File: src/rtl/game_state_ctrl.sv
// Game sequencer: derives the per-frame tick from vblank and walks the
// menu -> countdown -> playing -> result -> menu round flow.
module game_state_ctrl #(
    parameter int CHAR_HP_INIT       = 10,
    parameter int START_DELAY_FRAMES = 60,
    parameter int END_HOLD_FRAMES    = 180
) (
    input  logic       clk,
    input  logic       rst,
    input  logic       vblnk,
    input  logic       start_btn,
    input  logic [3:0] player_hp,
    input  logic [3:0] player2_hp,
    input  logic       player2_present,
    input  logic [7:0] boss_hp,
    output logic       frame_tick,
    output logic       game_start,
    output logic [1:0] game_active,
    output logic [3:0] char_hp,
    output logic [7:0] count_val
);

    typedef enum logic [2:0] {
        MENU      = 3'd0,
        COUNTDOWN = 3'd1,
        PLAYING   = 3'd2,
        LOST      = 3'd3,
        WON       = 3'd4
    } state_t;

    localparam logic [7:0] START_LOAD = 8'(START_DELAY_FRAMES);
    localparam logic [7:0] HOLD_LOAD  = 8'(END_HOLD_FRAMES);

    state_t     state;
    state_t     next_state;
    logic [7:0] counter;
    logic [7:0] counter_next;

    logic       vblnk_q;
    logic       btn_q;
    logic       start_rise;
    logic       lose_cond;
    logic       win_cond;

    logic       game_start_next;
    logic [1:0] game_active_next;
    logic [7:0] count_val_next;

    assign char_hp = 4'(CHAR_HP_INIT);

    // History regs reset high so a level already present at reset is not an edge.
    always_ff @(posedge clk or posedge rst) begin
        if (rst) begin
            vblnk_q    <= 1'b1;
            btn_q      <= 1'b1;
            frame_tick <= 1'b0;
        end else begin
            vblnk_q    <= vblnk;
            btn_q      <= start_btn;
            frame_tick <= vblnk & ~vblnk_q;
        end
    end

    assign start_rise = start_btn & ~btn_q;
    assign lose_cond  = (player_hp == 4'd0) && (!player2_present || (player2_hp == 4'd0));
    assign win_cond   = (boss_hp == 8'd0);

    always_ff @(posedge clk or posedge rst) begin
        if (rst) begin
            state   <= MENU;
            counter <= 8'd0;
        end else begin
            state   <= next_state;
            counter <= counter_next;
        end
    end

    // A counter of 0 or 1 both end the phase, so the counter never underflows.
    always_comb begin
        next_state   = state;
        counter_next = counter;
        case (state)
            MENU: begin
                counter_next = 8'd0;
                if (start_rise) begin
                    next_state   = COUNTDOWN;
                    counter_next = START_LOAD;
                end
            end
            COUNTDOWN: begin
                if (frame_tick) begin
                    if (counter <= 8'd1) begin
                        next_state   = PLAYING;
                        counter_next = 8'd0;
                    end else begin
                        counter_next = counter - 8'd1;
                    end
                end
            end
            PLAYING: begin
                counter_next = 8'd0;
                if (frame_tick) begin
                    if (lose_cond) begin
                        next_state   = LOST;
                        counter_next = HOLD_LOAD;
                    end else if (win_cond) begin
                        next_state   = WON;
                        counter_next = HOLD_LOAD;
                    end
                end
            end
            LOST, WON: begin
                if (frame_tick) begin
                    if (counter <= 8'd1) begin
                        next_state   = MENU;
                        counter_next = 8'd0;
                    end else begin
                        counter_next = counter - 8'd1;
                    end
                end
            end
            default: begin
                next_state   = MENU;
                counter_next = 8'd0;
            end
        endcase
    end

    // Outputs are decoded from the next state and registered, so they track the state register.
    always_comb begin
        game_start_next  = 1'b0;
        game_active_next = 2'd0;
        count_val_next   = 8'd0;
        if (state == MENU && start_rise) begin
            game_start_next = 1'b1;
        end
        case (next_state)
            COUNTDOWN: count_val_next = counter_next;
            PLAYING:   game_active_next = 2'd1;
            LOST: begin
                game_active_next = 2'd2;
                count_val_next   = counter_next;
            end
            WON: begin
                game_active_next = 2'd3;
                count_val_next   = counter_next;
            end
            default: begin
                game_active_next = 2'd0;
                count_val_next   = 8'd0;
            end
        endcase
    end

    always_ff @(posedge clk or posedge rst) begin
        if (rst) begin
            game_start  <= 1'b0;
            game_active <= 2'd0;
            count_val   <= 8'd0;
        end else begin
            game_start  <= game_start_next;
            game_active <= game_active_next;
            count_val   <= count_val_next;
        end
    end

endmodule
File: config.mk
export PLATFORM = sky130hd
export DESIGN_NAME = game_state_ctrl
export DESIGN_NICKNAME = d
export VERILOG_FILES = /design/src/rtl/game_state_ctrl.sv
export SDC_FILE = /design/constraint.sdc
export NUM_CORES = 1
export LEC_CHECK = 0
export ABC_AREA = 1
export BUFFER_PORTS_ARGS = -buffer_cell sky130_fd_sc_hd__buf_2
export CORE_ASPECT_RATIO = 1.25
export CORE_UTILIZATION = 47
export DETAILED_ROUTE_END_ITERATION = 8
export GPL_ROUTABILITY_DRIVEN = 1
export PLACE_DENSITY = 0.75
export SLEW_MARGIN = 20
export SYNTH_ARGS = -nofsm -noshare
export SYNTH_HDL_FRONTEND = slang
export SYNTH_SLANG_ARGS = --single-unit
File: constraint.sdc
create_clock -name clk -period 1.5 [get_ports clk]
set_input_delay 0.075 -clock clk [delete_from_list [all_inputs] [get_ports clk]]
set_output_delay 0.075 -clock clk [all_outputs]
set_load 0.02 [all_outputs]
Word-level counts from Yosys, hierarchy flattened
Index checks and enable logic that the tools add are counted.
W data, S select, Z words.
{ "op_classes": {"reduce_logical": 11, "n_div": 0, "magnitude_cmp": 1, "shifts": 0, "n_mul": 0, "n_eq_ne": 8, "mux": 19, "bitwise": 4, "n_addsub": 1} }
{ "ops": {"columns": ["operator", "count"], "rows": [
  ["$mux W8", 6],
  ["$mux W3", 8],
  ["$pmux W8 S3", 1],
  ["$eq A3 B2 Y1 const B", 4],
  ["$pmux W3 S4", 1],
  ["$le A8 B1 Y1 const B", 1],
  ["$logic_not A4 Y1", 2],
  ["$logic_not A8 Y1", 1],
  ["$sub A8 B1 Y8 const B", 1],
  ["$eq A3 B1 Y1 const B", 2],
  ["$eq A3 B3 Y1 const B", 2],
  ["$mux W6", 1],
  ["$pmux W2 S3", 1],
  ["$reduce_or A3 Y1", 2],
  ["$logic_not A3 Y1", 1],
  ["$and A1 B1 Y1", 2],
  ["$logic_and A1 B1 Y1", 2],
  ["$not A1 Y1", 2],
  ["$reduce_or A2 Y1", 1],
  ["$logic_not A1 Y1", 1],
  ["$logic_or A1 B1 Y1", 1],
  ["$mux W1", 1]
]} }
{ "totals": {"n_memories": 0, "ff_bits": 25, "mem_bits_rw": 0, "word_cells": 52, "input_bits": 21, "latchBits": 0, "output_inout_bits": 16, "mem_bits_ro": 0} }

Longest topological paths before layout
Gate-level depths: netlist (run 1).
{ "depth": {"depth_word": 9, "depth_mapped": 10, "mapped_depth_nobuf": 10} }

Least setup slack after synthesis (run 1)
Ideal clock, no wire load.
{ "synth_path": {"kind": "register -> register", "from": "register counter[0]", "to": "register count_val[4]", "path_buffers": 0, "setup_time_ns": 0.128, "stages_incl_launch_ff": 10, "t_required_ns": 1.372, "arrival_ns": 1.282, "period_less_slack_ns": 1.409, "slack_ns": 0.091, "path_cell_list": "dfrtp_1 -> inv_1 -> ha_1 -> nor2_1 -> nor2_2 -> nand2_2 -> nand2_4 -> inv_4 -> o21ai_0 -> nand2_1"} }
{ "synth_via": {"elab_chain_len": 7, "word_cells_on_any_way": 15, "cone_classes": "1 x add/sub; 1 x order compare; 3 x eq/ne; 9 x mux; 1 x reduce/logical"} }
{ "synth_rtl": {"columns": ["item", "line", "source"], "rows": [
  ["start, declared", "36", "logic [7:0] counter;"],
  ["start signal, assigned", "74", "counter <= counter_next;"],
  ["$le A8 B1 Y1", "92, 114", null],
  ["$mux W3 (on tied branches)", "114, 92", null],
  ["$mux W3 (on tied branches)", "113, 91", null],
  ["$pmux W3 S4", "82", "case (state)"],
  ["$eq A3 B3 Y1 (tied with other cells)", "137", "case (next_state)"],
  ["$reduce_or A3 Y1 (no line)", null, null],
  ["$mux W8 (*)", "137", null],
  ["named net count_val_next[4]", "47", "logic [7:0] count_val_next;"],
  ["end signal, assigned", "163", "count_val <= count_val_next;"],
  ["end, declared", "20", "output logic [7:0] count_val"]
]} }
Mark *: on every way through the listed nets, which the timed path passes. The rest lies on a longest branch.

Worst setup path after layout (run 1)
{ "layout_path": {"from": "register counter[0]", "to": "register game_active[1]"} }
{ "layout_via": {"elab_chain_len": 6, "word_cells_on_any_way": 10, "cone_classes": "1 x order compare; 3 x eq/ne; 6 x mux"} }
{ "layout_rtl": {"columns": ["item", "line", "source"], "rows": [
  ["$le A8 B1 Y1 (*)", "92, 114", null],
  ["$mux W3 (on tied branches)", "114, 92", null],
  ["$mux W3 (on tied branches)", "113, 91", null],
  ["$pmux W3 S4 (*)", "82", null],
  ["$eq A3 B3 Y1 / $eq A3 B2 Y1 (equally long branches)", "137", null],
  ["$pmux W2 S3 (*)", "137", null],
  ["named net game_active_next[1]", "46", "logic [1:0] game_active_next;"],
  ["end signal, assigned", "162", "game_active <= game_active_next;"],
  ["end, declared", "18", "output logic [1:0] game_active,"]
]} }
Marked as above.

==> results.json, run 1 <==
{
  "drt-pass1-iter-count": 4,
  "synth_top_area_share": 0.413,
  "synth-warning-count": 0,
  "r2r_cells": 8,
  "area_growth_pct": 26.9,
  "hold_path_startpoint": "player2_present",
  "cp-end-kind": "register",
  "clock_sinks": 25,
  "antenna_cells": 0,
  "first_iter_violations": 23,
  "grt.overflow.total": 0,
  "holdWs_ps": 157,
  "crit_chain": "inv_2 > ha_4 > nor2_4 > buf_4 > nor2_4 > nand3_2 > o211ai_1 > nand3_1",
  "finClkSkew_ps": 2.45,
  "cts_tree": "done",
  "routed_wl_um": 2840,
  "dp_cells": 236,
  "multiInputGateArea_um2": 717,
  "cpPeakStageDelay_ps": 450,
  "worstPathArrival_ps": 1650,
  "die_h_um": 62.9,
  "start_util": 0.505,
  "slew_violations": 0,
  "hold_end": "state[2]",
  "dr_total_vias": 1207,
  "synth.avg_cell_area_um2": 8.24,
  "gp_congestion": 0.860,
  "r2r_setup_slack_ps": 50,
  "antenna_found_initial": 0,
  "die_w_um": 50.7,
  "reg2reg_to": "game_active[1]",
  "final_layout_size_suffix_gt1_frac": 0.395,
  "clock_path_buffers": 2,
  "holdPathStages": 5,
  "synth_area_um2": 1390,
  "yosys-top-cells-area": "dfrtp_1 (41%), nand2_1 (11%), nor2_1 (5.7%)",
  "final.setup.worst_slack_ps": 45.6,
  "grt_setup_unrepaired": "yes",
  "ys_seq_elements": 25,
  "power_density_nw_per_um2": 1500,
  "fillers": 241,
  "port_buffers": 32,
  "synth_top_cell_by_area": "dfrtp_1",
  "ir_worst_vdd_mv": 0.769,
  "place_hpwl_um": 2110,
  "viasPerCell": 4.85,
  "root_buffer": "clkbuf_4",
  "outcome": "complete, no violations",
  "stdcell_count": 249,
  "finalCritPeriodShare": 0.970,
  "io_pins": 37,
  "required_ps": 1700,
  "clock_latency_ps": 310,
  "timing.final.hold_violations": 0,
  "route.detailed.drc": 0,
  "routedWlPerCell_um": 11.4,
  "ys_types": 31,
  "p_leak_nw": 0.949,
  "post-place-ws_ps": -25.2,
  "grt_pass1_wl_um": 4550,
  "die_area_um2": 3190,
  "yosysSeqAreaShare": 0.451,
  "synth_cells": 169,
  "critical_path_buf_inv_count": 2,
  "rows": 21,
  "clkTransAtPathRegs_ps": 130,
  "cts_buffers": 3,
  "htree_levels": 1,
  "timing.rr.start": "counter[0]",
  "seqCellArea_um2": 631,
  "cp_slowest_cell": "dfrtp_1",
  "path_depth": 8,
  "cp_common_cell": "nor2_4",
  "antenna_left": 0,
  "crit_fanout": 3,
  "setup_viol": 0,
  "hp-class": "input pin to register",
  "worstSetupPathType": "register to register",
  "maxCapViolCount": 0,
  "core_area_um2": 2760,
  "grt_pass1_vias": 1178,
  "cp_top_family": "flip-flops",
  "fin_crit_ps": 1450,
  "grtUsageTotal": 0.186,
  "max_freq_mhz": 688,
  "grt_max_degree": 26,
  "cp-start-kind": "register",
  "finish.net_count": 239
}
-- routing by layer --
| metal | part of all wire | global-route usage | vias up | routed length [um] |
|---|---|---|---|---|
| li1 | - | - | 616 | - |
| met1 | 0.40 | 0.197 | 549 | 1140 |
| met2 | 0.55 | 0.362 | 36 | 1560 |
| met3 | 0.027 | 0.0146 | 6 | 76 |
| met4 | 0.020 | 0.0764 | 0 | 57 |
| met5 | 0 | 0 | - | 0 |
-- worst max-delay path by stage --
stage | start | endpoint
finish | counter[0] | game_active[1]
global route | counter[0] | game_active[1]
CTS | counter[0] | game_active[0]
detailed placement | counter[1] | game_active[0]
global placement | counter[1] | game_active[0]
floorplan | counter[0] | count_val[4]
-- repair_timing --
action,in CTS,in global routing
hold buffers,3,0
setup endpoints to repair,1,17
gates cloned,0,1
setup buffers,1,4
resized for setup,1,19
pin swaps,0,8
hold endpoints to repair,26,0
-- flip-flops by register name, summed over array words and instances, names as in the netlist --
signal	count
state	3
btn_q	1
vblnk_q	1
counter	8
game_start	1
count_val	8
frame_tick	1
game_active	2
-- per-stage QoR --
stage	TNS, ps	utilization	cell area, um^2	total power, mW
2_1_floorplan	0	-	1400	1.83
3_3_place_gp	0	0.576	1590	2.05
3_5_place_dp	-25.2	0.576	1590	2.09
4_1_cts	0	0.600	1650	2.41
5_1_grt	-15.3	0.640	1770	2.83
6_report	0	0.640	1770	2.65
-- cells in the final DEF (no fill, tap or decap), drive strengths merged --
| master | synthesis | routed |
|---|---|---|
| dfstp | 2 | 2 |
| dfrtp | 23 | 23 |
| o21ai | 7 | 7 |
| ha | 2 | 2 |
| conb | 2 | 4 |
| buf | 6 | 42 |
| nor3 | 3 | 3 |
| a31oi | 1 | 1 |
| clkbuf | 0 | 4 |
| o211ai | 1 | 1 |
| xnor2 | 1 | 1 |
| xor2 | 2 | 2 |
| dlygate4sd3 | 0 | 3 |
| a21oi | 7 | 7 |
| nand4 | 1 | 1 |
| nor2 | 28 | 28 |
| nand2 | 45 | 46 |
| a211oi | 2 | 2 |
| inv | 22 | 22 |
| nand3 | 14 | 14 |
-- cells by family (layout without fill, tap and decap cells) --
family / after synthesis / after routing / synth area share
buffers and inverters: 28 / 71 / 0.0988
flip-flops: 25 / 25 / 0.451
XOR/XNOR: 3 / 3 / 0.0189
AO/OA/AOI/OAI: 18 / 18 / 0.0791
other: 2 / 4 / 0.00539
adder cells (fa/ha/maj): 2 / 2 / 0.0180
AND/OR/NAND/NOR: 91 / 92 / 0.329
-- worst min-delay path: cells and delay by family --
family                 cells  cell delay [ps]
AND/OR/NAND/NOR            4              280
buffers and inverters      1               80
-- area by class of cell --
cell class / instances / area share
sequential: 25 / 0.357
timing repair buffer: 45 / 0.150
clock buffer: 4 / 0.0149
inverter: 22 / 0.0482
multi-input combinational: 119 / 0.406
tap: 34 / 0.0241
-- Yosys cell counts --
| cell | instances |
|---|---|
| nand2_1 | 39 |
| dfrtp_1 | 23 |
| nor2_1 | 21 |
| inv_1 | 16 |
| nand3_1 | 12 |
| a21oi_1 | 6 |
| inv_2 | 5 |
| nor2_2 | 5 |
| buf_4 | 4 |
| nand2_2 | 4 |
| o21ai_0 | 4 |
| a211oi_1 | 2 |
| buf_6 | 2 |
| conb_1 | 2 |
| dfstp_2 | 2 |
| ha_1 | 2 |
| nand2_4 | 2 |
| nor2_4 | 2 |
| nor3_4 | 2 |
| o21ai_2 | 2 |
| xor2_1 | 2 |
| a21oi_2 | 1 |
| a31oi_1 | 1 |
| inv_4 | 1 |
| nand3_2 | 1 |
| nand3_4 | 1 |
| nand4_1 | 1 |
| nor3_1 | 1 |
| o211ai_1 | 1 |
| o21ai_1 | 1 |
| xnor2_1 | 1 |
-- power by group --
group / internal, mW / total, mW / switching (mW)
sequential: 0.842 / 0.980 / 0.139
combinational: 0.527 / 1.38 / 0.851
clock: 0.104 / 0.294 / 0.190
total: 1.47 / 2.65 / 1.18
(Power assumes the default switching activity.)
==> run 2, diff against run 1 <==
--- a/config.mk
+++ b/config.mk
@@ -11,6 +11,8 @@
 export CORE_UTILIZATION = 47
 export DETAILED_ROUTE_END_ITERATION = 8
 export GPL_ROUTABILITY_DRIVEN = 1
+export GPL_TIMING_DRIVEN = 0
+export HOLD_SLACK_MARGIN = 0.06
 export PLACE_DENSITY = 0.75
 export SLEW_MARGIN = 20
 export SYNTH_ARGS = -nofsm -noshare
==> run 2 against run 1 <==
Compared with the run above:
- die area is the same
- clock skew increased by 1.8 ps
- clock power barely moved
- fmax shrank 0.61%
- via count grew 0.75%
- sequential power down 3.7%
- largest cell class unchanged
==> results.json, run 2 (synthesized netlist as in run 1, its figures left out) <==
{
  "use_met2": 0.328,
  "cp_top_family": "flip-flops",
  "dp_cells": 237,
  "post-place-ws_ps": -105,
  "drt-pass1-iter-count": 4,
  "outcome": "complete, no violations",
  "port_buffers": 32,
  "slew_violations": 0,
  "dr_total_vias": 1216,
  "multiInputGateArea_um2": 668,
  "area_growth_pct": 24.3,
  "p_sw_mw": 1.10,
  "gp_congestion": 0.917,
  "place_hpwl_um": 1980,
  "crit_fanout": 7,
  "seq_power_share": 0.372,
  "grt_pass1_vias": 1099,
  "worstSetupPathType": "register to register",
  "seqCellArea_um2": 628,
  "cts_tree": "done",
  "root_buffer": "clkbuf_4",
  "power_density_nw_per_um2": 1460,
  "top_regs": "count_val (8), counter (8), state (3)",
  "cp_slowest_cell": "dfrtp_1",
  "holdPathStages": 5,
  "grtUsageMet3": 0.0146,
  "grtUsageMet1": 0.218,
  "final.setup.worst_slack_ps": 36.6,
  "finalCritPeriodShare": 0.976,
  "cp_common_cell": "nor2_4",
  "routed_wl_um": 2760,
  "cp-end-kind": "register",
  "crit_chain": "inv_2 > ha_4 > nor2_4 > nor2_4 > nand2_2 > nand2_4 > buf_4 > o21ai_0",
  "clock_latency_ps": 310,
  "clkTransAtPathRegs_ps": 130,
  "fin_crit_ps": 1460,
  "hold_end": "state[2]",
  "timing.final.hold_violations": 0,
  "mostFrequentLayoutCell": "nand2_1",
  "finClkSkew_ps": 4.29,
  "core_area_um2": 2760,
  "cp-start-kind": "register",
  "start_util": 0.505,
  "setup_tns_ps": 0,
  "antenna_cells": 0,
  "antenna_found_initial": 0,
  "final_layout_size_suffix_gt1_frac": 0.377,
  "ir_worst_vdd_mv": 0.825,
  "antenna_left": 0,
  "cpPeakStageDelay_ps": 420,
  "clock_path_buffers": 2,
  "r2r_cells": 8,
  "finish.net_count": 239,
  "slew_headroom": 0.385,
  "maxCapViolCount": 0,
  "stdcell_area_um2": 1730,
  "placed_area_um2": 1600,
  "io_pins": 37,
  "grt_busiest_layer": "met2",
  "reg2reg_to": "counter[2]",
  "grt.overflow.total": 0,
  "die_h_um": 62.9,
  "clkPwrFrac": 0.115,
  "intPower_mw": 1.43,
  "worstPathArrival_ps": 1700,
  "combPwrFrac": 0.513,
  "grtUsageTotal": 0.184,
  "die_area_um2": 3190,
  "swShare": 0.435,
  "hold_path_startpoint": "player2_present",
  "max_freq_mhz": 683,
  "grt_max_degree": 26,
  "rows": 21,
  "htree_levels": 1,
  "setup_viol": 0,
  "final_cell_mix": "nand2_1 (39), buf_2 (32), dfrtp_1 (23)",
  "hp-class": "input pin to register",
  "grt_pass1_wl_um": 4510,
  "route.detailed.drc": 0,
  "clock_sinks": 25,
  "p_leak_nw": 0.941,
  "required_ps": 1740,
  "stdcell_count": 249,
  "fillers": 246,
  "tightest_slew_ps": 921,
  "die_w_um": 50.7,
  "first_iter_violations": 40,
  "critical_path_buf_inv_count": 2,
  "timing.rr.start": "counter[0]",
  "routedWlPerCell_um": 11.1,
  "r2r_setup_slack_ps": 40,
  "viasPerCell": 4.88,
  "cts_buffers": 3
}
==> run 2: per-stage QoR <==
step / total power [mW] / hold WS, ps / utilization
6_report: 2.53 / 153 / 0.627
5_1_grt: 2.72 / 180 / 0.627
4_1_cts: 2.44 / 152 / 0.610
3_5_place_dp: 2.10 / 193 / 0.581
3_3_place_gp: 2.07 / 190 / 0.581
2_1_floorplan: 1.83 / 79.5 / -
==> run 2: final cells by class <==
class | instances | share of cell area
well taps | 34 | 0.0246
multi-input cells | 118 | 0.386
clock buffers | 4 | 0.0152
repair buffers | 40 | 0.132
plain buffers | 6 | 0.0304
flip-flops and latches | 25 | 0.363
inverters | 22 | 0.0492
==> run 2: what timing repair did <==
item,in CTS,in global routing
pin swaps,1,2
resized for setup,5,7
hold endpoints to repair,26,0
buffers inserted,1,4
endpoints found under the setup margin,15,16
hold buffers,3,0
==> run 2: per-layer routing <==
metal  wire length [um]  part of all wire
met1               1110              0.40
met2               1450              0.53
met3                121             0.044
met4                 79             0.029
met5                  0                 0
==> run 2: worst max path at each step <==
stage	start	end	cells past startpoint
2_1_floorplan	counter[0]	count_val[4]	9
3_3_place_gp	counter[0]	count_val[4]	9
3_5_place_dp	counter[0]	count_val[4]	9
4_1_cts	counter[1]	counter[4]	9
5_1_grt	counter[0]	game_active[0]	10
6_report	counter[0]	counter[2]	8
==> run 2: power groups by stage <==
stage | combinational [mW] | sequential, mW | clock [mW]
finish | 1.30 | 0.944 | 0.292
global placement | 1.12 | 0.949 | 0
floorplan | 0.780 | 1.05 | 0
global route | 1.42 | 0.960 | 0.338
detailed placement | 1.14 | 0.954 | 0
CTS | 1.19 | 0.941 | 0.306
==> run 2: worst min-delay path: stages <==
cell,delay (ps)
buf_2,80
nand2_1,70
nand2_1,90
nand2_2,60
nand2_2,60
